<file path="config.mk">
export PLATFORM = sky130hd
export DESIGN_NAME = move_scanner
export DESIGN_NICKNAME = d
export VERILOG_FILES = /design/src/rtl/move_scanner.sv
export SDC_FILE = /design/constraint.sdc
export NUM_CORES = 1
export LEC_CHECK = 0
export BUFFER_PORTS_ARGS = -buffer_cell sky130_fd_sc_hd__buf_4
export CAP_MARGIN = 40
export CORE_AREA = 5 5 118 97
export DETAILED_ROUTE_END_ITERATION = 6
export DIE_AREA = 0 0 123 102
export PLACE_DENSITY = 0.8
export SYNTH_ARGS = -nofsm -noshare
export SYNTH_HDL_FRONTEND = slang
export SYNTH_SLANG_ARGS = --single-unit
</file>
<file path="constraint.sdc">
create_clock -name i_clk -period 3.4 [get_ports i_clk]
set_input_delay 0.68 -clock i_clk [delete_from_list [all_inputs] [get_ports i_clk]]
set_output_delay 0.68 -clock i_clk [all_outputs]
set_load 0.05 [all_outputs]
</file>
<file path="src/rtl/move_scanner.sv">
// move_scanner: walks all 64 squares for one colour, hands each empty square to the
// shared updater and gathers the legal-move mask and count for the game controller / AI.
module move_scanner #(
   parameter int EMPTY      = 2,
   parameter bit EARLY_EXIT = 1'b0
) (
   input  logic                   i_clk,
   input  logic                   i_rst_n,
   input  logic                   i_start,
   input  logic                   i_abort,
   input  logic                   i_color,
   input  logic [0:7][0:7][1:0]   i_board,
   output logic                   o_up_start,
   output logic                   o_up_color,
   output logic [2:0]             o_row,
   output logic [2:0]             o_col,
   input  logic [4:0]             i_up_flip,
   input  logic                   i_up_done,
   output logic [63:0]            o_mask,
   output logic [6:0]             o_count,
   output logic                   o_has_move,
   output logic                   o_busy,
   output logic                   o_done
);

   typedef enum logic [1:0] {S_IDLE, S_ISSUE, S_WAIT, S_DONE} state_t;

   localparam logic [1:0] EMPTY_CODE = 2'(EMPTY);

   state_t      state_q;
   logic [5:0]  idx_q;
   logic        color_q;
   logic [63:0] mask_q;
   logic [6:0]  count_q;

   logic [1:0]  sq;
   logic        sq_empty;
   logic        last_sq;
   logic        legal;

   // idx[2:0] selects the row, idx[5:3] the column
   assign sq       = i_board[idx_q[2:0]][idx_q[5:3]];
   assign sq_empty = (sq == EMPTY_CODE);
   assign last_sq  = (idx_q == 6'd63);
   assign legal    = (i_up_flip != 5'd0);

   always_ff @(posedge i_clk or negedge i_rst_n) begin
      if (!i_rst_n) begin
         state_q <= S_IDLE;
         idx_q   <= '0;
         color_q <= 1'b0;
         mask_q  <= '0;
         count_q <= '0;
      end else if (i_abort) begin
         state_q <= S_IDLE;
         mask_q  <= '0;
         count_q <= '0;
      end else begin
         case (state_q)
            S_IDLE: begin
               if (i_start) begin
                  color_q <= i_color;
                  mask_q  <= '0;
                  count_q <= '0;
                  idx_q   <= '0;
                  state_q <= S_ISSUE;
               end
            end
            S_ISSUE: begin
               if (sq_empty) begin
                  state_q <= S_WAIT;
               end else if (last_sq) begin
                  state_q <= S_DONE;
               end else begin
                  idx_q <= idx_q + 6'd1;
               end
            end
            S_WAIT: begin
               // the updater's answer is only consumed here; stray pulses elsewhere fall through
               if (i_up_done) begin
                  if (legal) begin
                     mask_q[idx_q] <= 1'b1;
                     count_q       <= count_q + 7'd1;
                  end
                  if (last_sq || (EARLY_EXIT && legal)) begin
                     state_q <= S_DONE;
                  end else begin
                     idx_q   <= idx_q + 6'd1;
                     state_q <= S_ISSUE;
                  end
               end
            end
            S_DONE:  state_q <= S_IDLE;
            default: state_q <= S_IDLE;
         endcase
      end
   end

   assign o_up_start = (state_q == S_ISSUE) && sq_empty && !i_abort;
   assign o_up_color = color_q;
   assign o_row      = idx_q[2:0];
   assign o_col      = idx_q[5:3];
   assign o_mask     = mask_q;
   assign o_count    = count_q;
   assign o_has_move = (count_q != 7'd0);
   assign o_busy     = (state_q != S_IDLE);
   assign o_done     = (state_q == S_DONE) && !i_abort;

endmodule

</file>
==> results <==
- Leaving out fill and tap cells, the most frequent cell in the layout is buf_4.
- The fmax is 295 MHz.
- The antenna cell count is 0.
- The detail route stage leaves a number of antenna-violating nets equal to 0.
- The via count of the first global-routing pass was 5128.
- Summing all multi-input logic gate instances after layout gives 2480 µm².
- The average cell area after synthesis is 9.00 µm².
- The highest net fanout along the worst path is 7.
- Of all flip-flops after synthesis, the portion carrying an async set or reset was 1.00.
- The signed area change from the synthesized netlist to the final layout is 53.1%.
- The TritonCTS clock tree is yes.
- The flow ran to the end, and the final reports show no timing, DRC or antenna violations.
- Using the TritonRoute via totals, the vias-per-cell ratio works out to 5.78.
- The nature of the critical path startpoint is a register.
- After layout, the design draws a total of 0.00421 W.
- The library cell used as clock root buffer is clkbuf_16.
- Hold repair after CTS inserted 0 buffers.
- STA puts the critical path data required time at 2.72 ns.
- The final RePlAce weighted congestion is 0.967.
- Yosys mapped a number of flops with a built-in enable equal to 0.
- The area of the die is 12500 µm².
- In the final layout, the share of cells above drive strength 1 is 0.409.
- The leading register cell type out of synthesis is dfrtp_1.
- Input and output buffers added on the ports amount to 220.
- The global-route wire length before repair is 27800 µm.
- The count of pins on the block boundary is 221.
- Power spread over the standard cell area amounts to 591 nW/µm².
- The number of remaining DRC errors is 0.
- Counting the fill cells in the layout gives 798.
- The floorplan row count is 33.
- The analysis attributes to cell leakage a power of 3.41 nW.
- The net count of the finished layout is 902.
- The count of endpoints failing setup in the final report is 0.
- The gate count after technology mapping is 517.
- The initial antenna violation count is 0.
- The count of TritonRoute iterations in the first routing pass is 5.
- For this block, the routed nets add up to 18400 µm of wire.
- The top cell types in the final layout, fill and taps aside, are buf_4 (252), nor2_1 (82), dfrtp_1 (78).
- Including well taps, the total number of placed cells is 872.
- The number of buffers inserted during clock tree synthesis is 9.
- The nature of the critical path endpoint is an output pin.
- The synthesized design contains 80 register bits.
- The detailed router placed 5190 vias in this run.
- The chip height is 102 µm.
- The footprint of the flip-flops and latches is 2000 µm².
- The cell area after technology mapping is 4650 µm².
- The clock slew at the register clock pins of the worst setup and hold paths is 0.06 ns.
- The number of failing hold endpoints at the final stage is 0.
- The clock skew is 0.00697 ns.
- At the pin with the least slew margin, the transition time is 0.875 ns.
- The sequential share of the synthesized area is 0.430.
- The sum of overflow across all layers after global routing is 0.
- The number of distinct library cell variants in the gate-level netlist after synthesis is 59.
- In this run the deepest clock path goes through 2 buffers.
- The routed wire length per instance is 20.5 µm.
- The tightest min-delay check is of the input port to asynchronous set/reset pin type.
- During synthesis, Yosys emitted a total of 0 warnings.
- The number of max-slew violations in the final report is 0.
- The area of the core is 10100 µm².
- For this configuration, the core starts out at a cell density of 0.460.
- The count of cells in the finished layout, fillers not included, comes to 898.
- Clock latency on the worst-skew pair, taken at its later pin, is 0.33 ns.
- The maximum number of pins on one net before global-route repair is 65.
- The clock sink total is 80.
- Summed over all nets, the half-perimeter wirelength after detailed placement is 13900 µm.
- The iteration-0 DRC count of the detailed router is 457.
- The relative slew slack is 0.415.
- The start-to-end type of the worst setup path is register to output pin.
- Setup repair after global routing could not meet its margin everywhere.
- The post-route fraction of the period consumed by the critical path is 0.998.
- For this run, the total global-route usage over all layers was measured as 0.289.
- Data arrives at the worst endpoint at 2.71 ns.
- The worst voltage drop across the vdd grid is 0.000366 V.
- Measured along the x axis, the die boundary spans 123 µm.
- The H-tree generated during clock tree synthesis spans 3 levels.
- For the finished layout, the period the worst path requires is 3.39 ns.
- The number of max-cap violations is 0.
- The post-synthesis net count is 665.
-- report_power, final --
part / switching, W / total, W / internal (W)
registers: 0.0000593 / 0.00106 / 0.000999
logic: 0.00121 / 0.00209 / 0.000886
clock network: 0.000374 / 0.00106 / 0.000681
-- critical path, stage by stage (launching register included) --
cell	delay, ns
dfrtp_2	0.43
buf_12	0.15
mux4_2	0.50
mux2_2	0.28
a22o_1	0.20
a211oi_2	0.23
and4_4	0.27
nand2_4	0.07
nor2_4	0.08
buf_6	0.16
-- layout make-up --
| class | count | share of cell area |
|---|---|---|
| clock inverters | 4 | 0.0109 |
| clock buffers | 11 | 0.0355 |
| multi-input cells | 382 | 0.348 |
| well taps | 140 | 0.0246 |
| repair buffers | 261 | 0.289 |
| inverters | 20 | 0.0105 |
| flip-flops and latches | 80 | 0.281 |
-- worst paths after layout --
kind                       cells past startpoint                    from  slack (ns)                      to
max                                            9    idx_q[0]$_DFFE_PN0P_       0.006              o_up_start
min                                            1                 i_rst_n        0.28  o_up_color$_DFFE_PN0P_
max reg2reg                                    9  state_q[0]$_DFFE_PN0P_        0.49  o_mask[61]$_DFFE_PN0P_
min reg2reg                                    2  o_mask[45]$_DFFE_PN0P_        0.50  o_mask[45]$_DFFE_PN0P_
max in group asynchronous                      2                 i_rst_n        2.53  o_mask[23]$_DFFE_PN0P_
min in group i_clk                             2  o_mask[45]$_DFFE_PN0P_        0.50  o_mask[45]$_DFFE_PN0P_
-- synthesized netlist by cell type (all sizes together), types with 3 or more instances --
| cell type | n | area, µm² |
|---|---|---|
| a21oi | 73 | 365 |
| a221o | 3 | 30.0 |
| a221oi | 6 | 52.6 |
| a22o | 4 | 35.0 |
| a22oi | 7 | 52.6 |
| a31oi | 11 | 68.8 |
| and2 | 4 | 25.0 |
| and3 | 5 | 31.3 |
| and4 | 3 | 28.8 |
| buf | 13 | 73.8 |
| clkbuf | 22 | 82.6 |
| dfrtp | 80 | 2000 |
| ha | 9 | 113 |
| inv | 19 | 71.3 |
| mux2 | 5 | 56.3 |
| mux2i | 19 | 190 |
| mux4 | 8 | 191 |
| nand2 | 20 | 75.1 |
| nand2b | 8 | 50.1 |
| nand3 | 19 | 95.1 |
| nand3b | 5 | 37.5 |
| nand4 | 3 | 18.8 |
| nor2 | 84 | 315 |
| nor2b | 8 | 50.1 |
| nor3 | 12 | 60.1 |
| o21ai | 18 | 90.1 |
| o22ai | 6 | 37.5 |
| o31ai | 5 | 37.5 |
| o32ai | 4 | 35.0 |
-- stage by stage --
step / setup TNS (ns) / cell area, µm² / setup slack, ns / utilization / hold slack [ns]
finish: 0 / 7120 / 0.00579 / 0.704 / 0.280
CTS: 0 / 7010 / 0.0193 / 0.693 / 0.289
global placement: 0 / 6610 / 0.0808 / 0.654 / 0.479
global route: -0.0670 / 7120 / -0.0670 / 0.704 / 0.304
floorplan: 0 / 4660 / 0.0795 / - / 0.384
detailed placement: 0 / 6640 / 0.0579 / 0.656 / 0.488
-- sequential cells by signal (all words and copies together) (netlist names) --
register,flops
o_up_color,1
state_q,2
o_count,7
idx_q,6
o_mask,64
-- timing repair --
| action | in CTS | in global routing |
|---|---|---|
| setup endpoints to repair | 1 | 1 |
| setup buffers | 3 | 7 |
| cloned | 0 | 1 |
| gates resized for setup | 8 | 10 |
| pin swaps | 2 | 3 |
-- layer usage --
metal / share of wire / GRT usage / vias to the layer above
met2: 0.48 / 0.480 / 257
li1: - / - / 2359
met4: 0.016 / 0.0621 / 0
met3: 0.099 / 0.0885 / 33
met1: 0.40 / 0.377 / 2541
met5: 0 / 0 / -
-- logic make-up after synthesis --
logic type	after synthesis	share of synthesized area
adders and majority gates	9	0.0242
buffers and inverters	55	0.0498
AOI/OAI and AO/OA	156	0.209
and+or+nand+nor	185	0.193
muxes	32	0.0941
DFF	80	0.430
Note: power is estimated with default switching activity, not from simulation.
